===== src/rtl/uart_rxd_image.sv =====
// -----------------------------------------------------------------------------
// uart_rxd_image
//
// Byte-level 8N1 UART receiver and frame parser for the image link.
// Frames look like:  0x01 0xFE | IMG_W*IMG_H*2 payload bytes | 0xFE 0x01
// Every payload byte is written to a downstream write-side FIFO. Frame
// completion, aborted frames and FIFO overflow are reported as status.
//
// Configuration macro:
//   UART_RXD_TRAILER_CHECK_EN  defined   -> trailer 0xFE,0x01 is checked
//                              undefined -> FRAME_DONE fires on the last
//                                           payload byte, trailer bytes are
//                                           absorbed by the header hunt
//
// Ports:
//   SYS_CLK     in   single clock
//   RST         in   synchronous active-high reset
//   RXD         in   asynchronous serial input, idle high
//   WRFULL      in   FIFO full flag
//   DATA_OUT    out  [7:0] payload byte to FIFO (holds until next write)
//   WRREQ       out  one-cycle FIFO write strobe
//   WRCLK       out  FIFO write clock, inverted SYS_CLK
//   FRAME_DONE  out  one-cycle pulse, frame fully received
//   FRAME_ERR   out  one-cycle pulse, frame aborted
//   OVERFLOW    out  sticky, a payload byte was dropped on WRFULL
//   BUSY        out  parser is past header detection
// -----------------------------------------------------------------------------
module uart_rxd_image #(
  parameter int CLK_FREQ_HZ = 20_000_000,
  parameter int BAUD        = 256_000,
  parameter int IMG_W       = 240,
  parameter int IMG_H       = 320
) (
  input  logic       SYS_CLK,
  input  logic       RST,
  input  logic       RXD,
  input  logic       WRFULL,
  output logic [7:0] DATA_OUT,
  output logic       WRREQ,
  output logic       WRCLK,
  output logic       FRAME_DONE,
  output logic       FRAME_ERR,
  output logic       OVERFLOW,
  output logic       BUSY
);

  // ---------------------------------------------------------------------------
  // Derived constants
  // ---------------------------------------------------------------------------
  localparam int BIT_DIV   = CLK_FREQ_HZ / BAUD;
  localparam int CNT_W     = (BIT_DIV > 2) ? $clog2(BIT_DIV) : 1;
  localparam int PAY_BYTES = IMG_W * IMG_H * 2;
  localparam int PAY_W     = (PAY_BYTES > 2) ? $clog2(PAY_BYTES) : 1;

  localparam logic [CNT_W-1:0] HALF_LAST = CNT_W'(BIT_DIV / 2 - 1);
  localparam logic [CNT_W-1:0] FULL_LAST = CNT_W'(BIT_DIV - 1);
  localparam logic [PAY_W-1:0] PAY_LAST  = PAY_W'(PAY_BYTES - 1);

  localparam logic [7:0] SYNC_A = 8'h01;
  localparam logic [7:0] SYNC_B = 8'hFE;

  // The FIFO captures on the falling edge of SYS_CLK, mid-way through the
  // cycle in which DATA_OUT/WRREQ are stable.
  assign WRCLK = ~SYS_CLK;

  // ---------------------------------------------------------------------------
  // RXD synchroniser plus one history stage for falling-edge detection.
  // All stages reset to the idle-high level so release of reset never looks
  // like a start edge.
  // ---------------------------------------------------------------------------
  logic rxd_meta;
  logic rxd_sync;
  logic rxd_prev;

  // NOTE: every clocked block uses non-blocking assignments so all registers
  // update together at the edge; blocking assignments here would make the
  // result depend on statement order and simulate differently from hardware.
  always_ff @(posedge SYS_CLK) begin
    if (RST) begin
      rxd_meta <= 1'b1;
      rxd_sync <= 1'b1;
      rxd_prev <= 1'b1;
    end else begin
      rxd_meta <= RXD;
      rxd_sync <= rxd_meta;
      rxd_prev <= rxd_sync;
    end
  end

  // ---------------------------------------------------------------------------
  // Bit engine
  // ---------------------------------------------------------------------------
  typedef enum logic [1:0] {
    B_IDLE,
    B_START,
    B_DATA,
    B_STOP
  } bit_state_t;

  bit_state_t       bit_state;
  logic [CNT_W-1:0] baud_cnt;
  logic [2:0]       bit_idx;
  logic [7:0]       shift_reg;   // assembled byte, stable until next DATA phase
  logic             byte_valid;  // one-cycle: shift_reg holds a good byte
  logic             line_err;    // one-cycle: stop bit sampled low

  always_ff @(posedge SYS_CLK) begin
    if (RST) begin
      bit_state  <= B_IDLE;
      baud_cnt   <= '0;
      bit_idx    <= '0;
      shift_reg  <= '0;
      byte_valid <= 1'b0;
      line_err   <= 1'b0;
    end else begin
      // NOTE: strobes default low at the top of the block so each one is
      // high for exactly the single cycle in which a branch raises it.
      byte_valid <= 1'b0;
      line_err   <= 1'b0;

      unique case (bit_state)
        B_IDLE: begin
          baud_cnt <= '0;
          if (rxd_prev && !rxd_sync) begin
            bit_state <= B_START;
          end
        end

        // Wait half a bit, then re-check the start bit at its centre; a
        // high level here was a glitch.
        B_START: begin
          if (baud_cnt == HALF_LAST) begin
            baud_cnt  <= '0;
            bit_idx   <= '0;
            bit_state <= rxd_sync ? B_IDLE : B_DATA;
          end else begin
            baud_cnt <= baud_cnt + 1'b1;
          end
        end

        // One sample per bit at bit centre, LSB first.
        B_DATA: begin
          if (baud_cnt == FULL_LAST) begin
            baud_cnt  <= '0;
            shift_reg <= {rxd_sync, shift_reg[7:1]};
            if (bit_idx == 3'd7) begin
              bit_state <= B_STOP;
            end else begin
              bit_idx <= bit_idx + 1'b1;
            end
          end else begin
            baud_cnt <= baud_cnt + 1'b1;
          end
        end

        // Leave at mid-stop so the next start edge is never missed, even
        // when bytes arrive with minimal spacing.
        B_STOP: begin
          if (baud_cnt == FULL_LAST) begin
            baud_cnt  <= '0;
            bit_state <= B_IDLE;
            if (rxd_sync) begin
              byte_valid <= 1'b1;
            end else begin
              line_err <= 1'b1;
            end
          end else begin
            baud_cnt <= baud_cnt + 1'b1;
          end
        end

        default: begin
          bit_state <= B_IDLE;
        end
      endcase
    end
  end

  // ---------------------------------------------------------------------------
  // Frame parser
  // ---------------------------------------------------------------------------
  typedef enum logic [2:0] {
    P_HUNT_H0,
    P_HUNT_H1,
`ifdef UART_RXD_TRAILER_CHECK_EN
    P_PAYLOAD,
    P_TRAIL0,
    P_TRAIL1
`else
    P_PAYLOAD
`endif
  } par_state_t;

  par_state_t       par_state;
  logic [PAY_W-1:0] pay_cnt;

  // BUSY is kept as a register that tracks "parser past the header"; every
  // transition into or out of PAYLOAD/TRAIL updates it alongside par_state.
  always_ff @(posedge SYS_CLK) begin
    if (RST) begin
      par_state  <= P_HUNT_H0;
      pay_cnt    <= '0;
      DATA_OUT   <= 8'h00;
      WRREQ      <= 1'b0;
      FRAME_DONE <= 1'b0;
      FRAME_ERR  <= 1'b0;
      OVERFLOW   <= 1'b0;
      BUSY       <= 1'b0;
    end else begin
      WRREQ      <= 1'b0;
      FRAME_DONE <= 1'b0;
      FRAME_ERR  <= 1'b0;

      if (line_err) begin
        // A corrupted byte only matters once a frame is in progress; while
        // hunting for a header it is just noise.
        if (BUSY) begin
          FRAME_ERR <= 1'b1;
          par_state <= P_HUNT_H0;
          BUSY      <= 1'b0;
        end
      end else if (byte_valid) begin
        unique case (par_state)
          P_HUNT_H0: begin
            if (shift_reg == SYNC_A) begin
              par_state <= P_HUNT_H1;
            end
          end

          // A repeated 0x01 may itself be the real first header byte.
          P_HUNT_H1: begin
            if (shift_reg == SYNC_B) begin
              par_state <= P_PAYLOAD;
              pay_cnt   <= '0;
              OVERFLOW  <= 1'b0;
              BUSY      <= 1'b1;
            end else if (shift_reg != SYNC_A) begin
              par_state <= P_HUNT_H0;
            end
          end

          // A byte dropped on WRFULL still counts, keeping the frame
          // boundary aligned with the transmitter.
          P_PAYLOAD: begin
            if (WRFULL) begin
              OVERFLOW <= 1'b1;
            end else begin
              DATA_OUT <= shift_reg;
              WRREQ    <= 1'b1;
            end
            if (pay_cnt == PAY_LAST) begin
`ifdef UART_RXD_TRAILER_CHECK_EN
              par_state <= P_TRAIL0;
`else
              FRAME_DONE <= 1'b1;
              par_state  <= P_HUNT_H0;
              BUSY       <= 1'b0;
`endif
            end else begin
              pay_cnt <= pay_cnt + 1'b1;
            end
          end

`ifdef UART_RXD_TRAILER_CHECK_EN
          P_TRAIL0: begin
            if (shift_reg == SYNC_B) begin
              par_state <= P_TRAIL1;
            end else begin
              FRAME_ERR <= 1'b1;
              par_state <= P_HUNT_H0;
              BUSY      <= 1'b0;
            end
          end

          P_TRAIL1: begin
            if (shift_reg == SYNC_A) begin
              FRAME_DONE <= 1'b1;
            end else begin
              FRAME_ERR <= 1'b1;
            end
            par_state <= P_HUNT_H0;
            BUSY      <= 1'b0;
          end
`endif

          default: begin
            par_state <= P_HUNT_H0;
            BUSY      <= 1'b0;
          end
        endcase
      end
    end
  end

endmodule


===== config.mk =====
export PLATFORM = sky130hd
export DESIGN_NAME = uart_rxd_image
export DESIGN_NICKNAME = d
export VERILOG_FILES = /design/src/rtl/uart_rxd_image.sv
export SDC_FILE = /design/constraint.sdc
export NUM_CORES = 1
export LEC_CHECK = 0
export CAP_MARGIN = 20
export CELL_PAD_IN_SITES_DETAIL_PLACEMENT = 1
export CELL_PAD_IN_SITES_GLOBAL_PLACEMENT = 2
export CORE_ASPECT_RATIO = 0.7
export CORE_MARGIN = 5
export CORE_UTILIZATION = 33
export DETAILED_ROUTE_END_ITERATION = 16
export PLACE_DENSITY_LB_ADDON = 0.1
export SYNTH_ARGS = -nofsm -noshare
export SYNTH_HDL_FRONTEND = slang
export SYNTH_SLANG_ARGS = --single-unit

===== constraint.sdc =====
create_clock -name SYS_CLK -period 2.16 [get_ports SYS_CLK]
set_clock_uncertainty 0.1 [all_clocks]
set_input_delay 0.432 -clock SYS_CLK [delete_from_list [all_inputs] [get_ports SYS_CLK]]
set_output_delay 0.432 -clock SYS_CLK [all_outputs]
set_load 0.05 [all_outputs]

; ---- Yosys cells after proc, flatten, opt, wreduce, memory -nomap -nowiden
; Index checks and enable logic that the tools add are counted.
[word_totals]
register_bits = 59
out_inout_bits = 14
wordCells = 110
[op_classes]
n_addsub = 3
eq_ne = 26
n_mux = 36
n_bitwise = 8
n_reduce_logical = 20
[op_table]
columns = operator, count
row1 = 18-bit two-way mux, 2
row2 = 18-bit one-hot mux with 2 select lines, 1
row3 = 3-bit two-way mux, 10
row4 = 2-bit inequality test (second input constant), 11
row5 = 7-bit one-hot mux with 3 select lines, 1
row6 = 5-bit AND reduction, 4
row7 = 18-bit by 1-bit adder with 18-bit output (second input constant), 1
row8 = 18-bit == test (second input constant), 1
row9 = 7-bit two-way mux, 2
row10 = 2-bit two-way mux, 6
row11 = 4-bit AND reduction, 3
row12 = 1-bit two-way mux, 9
row13 = 3-bit one-hot mux with 3 select lines, 1
row14 = 8-bit by 1-bit == test with 1-bit output (second input constant), 1
row15 = 8-bit == test (second input constant), 1
row16 = 8-bit by 1-bit inequality test with 1-bit output (second input constant), 1
row17 = 1-bit NOT, 8
row18 = 2-bit one-hot mux with 4 select lines, 1
row19 = 7-bit by 1-bit adder with 7-bit output (second input constant), 1
row20 = 7-bit by 6-bit == test with 1-bit output (second input constant), 1
row21 = 7-bit == test (second input constant), 1
row22 = 3-bit inequality test (second input constant), 2
row23 = 3-bit one-hot mux with 2 select lines, 1
row24 = 2-bit nonzero test, 3
row25 = 17 further kinds, 20

; ---- Logic depth before layout (Yosys ltp)
; Gate-level depths: netlist (run 1).
[depth]
ltp_word = 6
depth_mapped = 8
ltp_nobuf = 7

==> flow_metrics.py, run 1 <==
metrics = {
    "drt": {
        "wire_per_inst_um": 14.7,
        "vias": 2116,
        "route.detailed.drc": 0,
        "postRouteAntennaNets": 0,
        "via_per_inst": 4.97,
        "drt_pass1_iterations": 6,
        "wirelength_mm": 6.27,
        "drtIter0Drc": 82,
    },
    "yosys": {
        "synth_ff_type": "dfxtp_1",
        "ys_seq_elements": 58,
        "yosys_warnings": 0,
        "synth.distinct_cells": 51,
        "avgSynthCellArea_sq_um": 9.22,
        "netlist_area_sq_um": 2610,
        "synth-async-reset-ratio_pct": 0,
        "synth_nets": 293,
        "seq_area_frac_synth_pct": 44.5,
        "syn_inst": 283,
        "synth_edf_count": 0,
    },
    "grt": {
        "grt_max_degree": 18,
        "grt.total_usage_pct": 13.9,
        "grt-ovfl-total": 0,
        "antenna_found_initial": 0,
        "grt_pass1_wl_mm": 10.3,
        "grt_pass1_vias": 2073,
    },
    "power_and_ir_drop": {
        "powerDensity_nw_per_um2": 751,
        "vdd_ir_drop_max_mv": 0.585,
        "sw_frac_of_total_pct": 23.7,
        "pwr-share-comb_pct": 1.6,
        "p_int_w": 0.00188,
        "p_sw_w": 0.000583,
        "p_leak_nw": 1.17,
        "p_clk_share_pct": 54.6,
        "p_seq_share_pct": 43.8,
        "fin_total_pwr_w": 0.00246,
    },
    "setup_path": {
        "slowest_stage": "or4_1",
        "critical_path_class": "register to register",
        "crit_fanout": 6,
        "critical_path_cell_count": 6,
        "cp_data_arrival_time_ns": 2.10,
        "crit_chain": "nand2b_1, and2b_1, a211oi_4, buf_6, or4_1, a21oi_1",
        "worst_setup_path_end_kind": "register",
        "critPathLaunch": "par_state[0]$_SDFFE_PP0P_",
        "path_delay_family": "simple AND/OR/NAND/NOR gates",
        "cp.required_ns": 2.19,
        "rr_startpoint": "par_state[0]$_SDFFE_PP0P_",
        "critPathLaunchType": "register",
        "reg2reg_depth": 6,
        "slowest_delay_ns": 0.50,
        "critPathBufInv": 1,
    },
    "sta": {
        "fmax_mhz": 483,
        "finalSetupViolCount": 0,
        "tightest_slew_ns": 0.517,
        "grt_setup_unrepaired": "no",
        "holdWs_ns": 0.331,
        "hold_violations": 0,
        "final-max-slew-violation-count": 0,
        "max_slew_margin_pct": 65.0,
        "worst_slack_ns": 0.0899,
        "min_period_ns": 2.07,
        "fin_crit_sh_pct": 95.8,
        "fin_setup_tns_ns": 0,
    },
    "placement": {
        "post-place-ws_ns": -0.260,
        "gp_congestion": 0.748,
        "port_buffers": 17,
        "dp_hpwl_mm": 4.36,
    },
    "cts": {
        "clk_latency_ns": 0.35,
        "cts_tree": "done",
        "clkTransAtPathRegs_ns": 0.13,
        "cts_buffer_depth": 2,
        "cts_root_buf": "clkbuf_16",
        "numCtsBuffers": 9,
        "cts-htree-levels": 3,
        "cts_hold_buffers": 0,
    },
    "job": {
        "max-cap-violations": 0,
    },
    "final_layout": {
        "final_nets": 330,
        "drive_above_1_share_pct": 16.0,
        "largest_reg_flops": 18,
        "num_antenna_cells": 0,
        "synthToLayoutAreaGrowth_pct": 25.7,
    },
    "die": {
        "fp.dieW_um": 116,
        "fp.dieH_um": 84.4,
        "core_area_sq_um": 7770,
        "rows": 27,
        "initial_utilization_pct": 33.6,
        "die-area_sq_um": 9810,
        "pin_count": 18,
    },
    "worst_hold_path": {
        "hold_path_depth": 1,
        "min_path_type": "register to register",
        "hold_start": "rxd_meta$_SDFF_PP1_",
    },
    "status": {
        "status": "finished, final reports clean",
    },
}
metrics by stage:
step	instances	cell area [sq um]	util [%]
after detailed placement	407	2960	38.1
after floorplan	283	2610	-
after global placement	407	2960	38.1
final	426	3280	42.2
after global routing	426	3280	42.2
after CTS	422	3220	41.4
worst reg2reg max path: cells and delay by family, from the launching register on:
family / cells / cell delay [ns]
buffers and inverters: 1 / 0.14
AND/OR/NAND/NOR: 3 / 1.03
flip-flops: 1 / 0.34
AO/OA/AOI/OAI: 2 / 0.23
what timing repair did:
item,CTS,global route
pin swaps,0,2
endpoints found under the setup margin,1,3
cloned,0,1
hold endpoints to repair,0,0
resized for setup,7,6
buffers inserted,0,3
routing by layer:
layer | track usage, % | wire length, um | vias to the layer above
li1 | - | - | 1084
met4 | 1.90 | 40 | 0
met3 | 2.16 | 206 | 2
met1 | 21.9 | 3450 | 1006
met2 | 20.1 | 2570 | 24
met5 | 0 | 0 | -
power by group through the flow:
| stage | Sequential (W) | Combinational (W) | Clock, W |
|---|---|---|---|
| 2_1_floorplan | 0.00110 | 0.0000228 | 0.0000782 |
| 3_3_place_gp | 0.00110 | 0.0000398 | 0.000113 |
| 3_5_place_dp | 0.00110 | 0.0000396 | 0.000113 |
| 4_1_cts | 0.00108 | 0.0000401 | 0.00139 |
| 5_1_grt | 0.00108 | 0.0000427 | 0.00146 |
| 6_report | 0.00108 | 0.0000390 | 0.00135 |
logic make-up after synthesis:
kind of cell / share of synthesized area, %
AOI/OAI and AO/OA: 10.5
adders and majority gates: 2.88
DFF: 44.5
xor gates and xnor gates: 3.02
and+or+nand+nor: 27.5
buffers and inverters: 3.93
muxes: 7.67
final timing paths:
| check | to | slack [ns] |
|---|---|---|
| worst max-delay path | pay_cnt[17]$_SDFFE_PP0P_ | 0.09 |
| worst min-delay path | rxd_sync$_SDFF_PP1_ | 0.33 |
| worst max register to register | pay_cnt[17]$_SDFFE_PP0P_ | 0.09 |
| worst min register to register | rxd_sync$_SDFF_PP1_ | 0.33 |
cell type report:
| cell class | instances | area [sq um] |
|---|---|---|
| clock buffer | 10 | 236 |
| timing repair buffer | 36 | 312 |
| fill | 908 | 4490 |
| tap | 101 | 126 |
| multi-input combinational | 205 | 1370 |
| clock inverter | 7 | 35.0 |
| sequential | 58 | 1160 |
| inverter | 9 | 33.8 |
synthesized netlist by cell type, types with 2 or more instances:
library cell / number / area share, %
clkbuf_1: 5 / 0.72
nor4_1: 3 / 0.72
or4_1: 6 / 1.7
ha_1: 6 / 2.9
buf_2: 3 / 0.58
nor4bb_1: 2 / 0.77
o211ai_1: 4 / 1.2
and3_1: 5 / 1.2
o31ai_1: 5 / 1.4
or3_1: 9 / 2.2
o21ai_1: 7 / 1.3
nand4bb_1: 2 / 0.86
nor2b_1: 2 / 0.48
dfxtp_1: 58 / 45
nor2_1: 44 / 6.3
or2_2: 3 / 0.72
xor2_1: 5 / 1.7
mux2i_1: 20 / 7.7
inv_1: 10 / 1.4
nand4_1: 4 / 0.96
a21oi_1: 18 / 3.5
and2b_1: 2 / 0.58
nand3_1: 10 / 1.9
nor3_1: 4 / 0.77
xnor2_1: 4 / 1.3
nand2b_1: 6 / 1.4
nand2_1: 12 / 1.7
cells in the final DEF (no fill, tap or decap), drive strengths merged, types with 2 or more instances in the layout:
cell type and instances:
dfxtp 58, nor2 45, buf 21, mux2i 20, a21oi 19, clkdlybuf4s50 16
inv 12, nand2 12, nand3 11, or3 10, clkbuf 9, o21ai 7
nand2b 6, or4 6, ha 6, nor3 6, and3 5, xor2 5
o31ai 5, nand4 5, xnor2 4, o211ai 4, clkinv 4, nor4 3
or2 3, nor2b 2, nor4bb 2, and2b 2, nand4b 2, nand4bb 2
or4b 2
Note: power is estimated with default switching activity, not from simulation.
==> run 2: changes to the inputs <==
--- a/config.mk
+++ b/config.mk
@@ -10,9 +10,11 @@
 export CELL_PAD_IN_SITES_GLOBAL_PLACEMENT = 2
 export CORE_ASPECT_RATIO = 0.7
 export CORE_MARGIN = 5
-export CORE_UTILIZATION = 33
+export CORE_UTILIZATION = 34
+export CTS_BUF_LIST = sky130_fd_sc_hd__clkbuf_4
 export DETAILED_ROUTE_END_ITERATION = 16
 export PLACE_DENSITY_LB_ADDON = 0.1
+export SLEW_MARGIN = 25
 export SYNTH_ARGS = -nofsm -noshare
 export SYNTH_HDL_FRONTEND = slang
 export SYNTH_SLANG_ARGS = --single-unit
==> run 2 against run 1 <==
Worst setup slack got worse by 0.039 ns. Combinational power increased by 1%. First-iteration DRC count shrank 28%. Sequential power barely moved. Critical path depth decreased by 2. Core utilization down 0.10 points. Largest cell class unchanged. Clock power decreased by 34%. Register-to-register slack better by 0.06 ns. Critical path type is now clock port to output pin. Sequential share of layout area is 1.9 points higher.
==> flow_metrics.py, run 2 (synthesis results as in run 1) <==
metrics = {
    "final_layout": {
        "final_cell_mix": "dfxtp_1 (57), nor2_1 (44), mux2i_1 (20)",
        "drive_above_1_share_pct": 15.2,
        "final_nets": 327,
        "nFillCells": 882,
        "final_common_cell": "dfxtp_1",
        "largest_reg_flops": 18,
        "synthToLayoutAreaGrowth_pct": 19.1,
        "num_antenna_cells": 0,
    },
    "die": {
        "die-area_sq_um": 9550,
        "initial_utilization_pct": 35.3,
        "fp.dieW_um": 115,
        "core_area_sq_um": 7380,
        "rows": 26,
        "pin_count": 18,
        "fp.dieH_um": 83.3,
    },
    "placement": {
        "dp_hpwl_mm": 4.43,
        "port_buffers": 17,
        "post-place-ws_ns": -0.260,
        "gp_congestion": 0.758,
    },
    "setup_path": {
        "critical_path_class": "clock port to output pin",
        "critPathLaunchType": "clock port",
        "cp_data_arrival_time_ns": 1.58,
        "crit_fanout": 9,
        "worst_setup_path_end_kind": "output pin",
        "cp.required_ns": 1.63,
    },
    "power_and_ir_drop": {
        "pwr-share-comb_pct": 2.0,
        "p_seq_share_pct": 53.6,
        "p_int_w": 0.00149,
        "p_sw_w": 0.000522,
        "powerDensity_nw_per_um2": 646,
        "p_clk_share_pct": 44.4,
        "fin_total_pwr_w": 0.00201,
        "sw_frac_of_total_pct": 26.0,
        "vdd_ir_drop_max_mv": 0.583,
        "p_leak_nw": 1.11,
    },
    "cts": {
        "numCtsBuffers": 9,
        "post_cts_resized": 11,
        "cts_setup_buffers": 0,
        "clkTransAtPathRegs_ns": 0.09,
        "cts_hold_buffers": 0,
        "cts_tree": "done",
        "cts_buffer_depth": 2,
        "cts-htree-levels": 3,
        "cts_root_buf": "clkbuf_4",
        "clk_latency_ns": 0.32,
    },
    "grt": {
        "grt_pass1_wl_mm": 10.6,
        "grt-ovfl-total": 0,
        "grt_max_degree": 22,
        "antenna_found_initial": 0,
        "grt.total_usage_pct": 13.9,
        "grt_pass1_vias": 2156,
    },
    "drt": {
        "wire_per_inst_um": 14.8,
        "postRouteAntennaNets": 0,
        "wirelength_mm": 6.20,
        "route.detailed.drc": 0,
        "vias": 2158,
        "via_per_inst": 5.14,
        "drtIter0Drc": 59,
        "drt_pass1_iterations": 4,
    },
    "sta": {
        "tightest_slew_ns": 0.533,
        "finalSetupViolCount": 0,
        "final-max-slew-violation-count": 0,
        "hold_violations": 0,
        "fin_setup_tns_ns": 0,
        "worst_slack_ns": 0.0510,
        "max_slew_margin_pct": 64.0,
        "grt_setup_unrepaired": "no",
    },
    "worst_hold_path": {
        "min_path_type": "register to register",
    },
    "job": {
        "max-cap-violations": 0,
    },
    "status": {
        "status": "finished, final reports clean",
    },
}
run 2: cell count changes in the layout (fill, tap and decap cells not counted), moves of 2 or more:
| cell | delta |
|---|---|
| buf_4 | -4 |
| clkinv_2 | -2 |
| inv_1 | -3 |
| inv_2 | +6 |
| clkbuf_4 | +8 |
| clkbuf_16 | -7 |
run 2: per-stage QoR:
step / area (sq um) / cells / util [%] / hold slack (ns)
5_1_grt: 3110 / 420 / 42.1 / 0.361
3_5_place_dp: 2960 / 404 / 40.0 / 0.308
3_3_place_gp: 2960 / 404 / 40.0 / 0.300
4_1_cts: 3090 / 420 / 41.9 / 0.328
2_1_floorplan: 2610 / 283 / - / 0.289
6_report: 3110 / 420 / 42.1 / 0.323
run 2: worst paths after layout:
kind                  startpoint                       end  slack (ns)  cells past startpoint
max                      SYS_CLK                     WRCLK        0.05                      4
min          rxd_meta$_SDFF_PP1_       rxd_sync$_SDFF_PP1_        0.32                      1
max reg2reg  line_err$_SDFF_PP0_  pay_cnt[17]$_SDFFE_PP0P_        0.15                      6
min reg2reg  rxd_meta$_SDFF_PP1_       rxd_sync$_SDFF_PP1_        0.32                      1
run 2: per-layer routing:
layer / wire length (um) / GRT usage, % / up-vias
li1: - / - / 1081
met1: 3440 / 19.6 / 1044
met2: 2480 / 19.2 / 27
met3: 236 / 6.54 / 6
met4: 41 / 2.88 / 0
met5: 0 / 0 / -
run 2: final cells by class:
| cell class | count | area (sq um) | share of cell area [%] |
|---|---|---|---|
| clock buffers | 11 | 121 | 3.90 |
| flip-flops and latches | 58 | 1160 | 37.4 |
| repair buffers | 32 | 288 | 9.26 |
| multi-input cells | 205 | 1350 | 43.5 |
| well taps | 98 | 123 | 3.95 |
| inverters | 9 | 33.8 | 1.09 |
| clock inverters | 7 | 27.5 | 0.886 |
run 2: critical path, stage by stage:
cell,delay (ns)
clkbuf_16,0.15
clkbuf_16,0.16
inv_2,0.05
buf_6,0.14
run 2: power groups by stage:
stage | logic (W) | clock network [W] | registers, W
after floorplan | 0.0000228 | 0.0000782 | 0.00110
after global placement | 0.0000399 | 0.000113 | 0.00110
after detailed placement | 0.0000404 | 0.000113 | 0.00110
after CTS | 0.0000405 | 0.000939 | 0.00108
after global routing | 0.0000436 | 0.000997 | 0.00108
final | 0.0000394 | 0.000892 | 0.00108
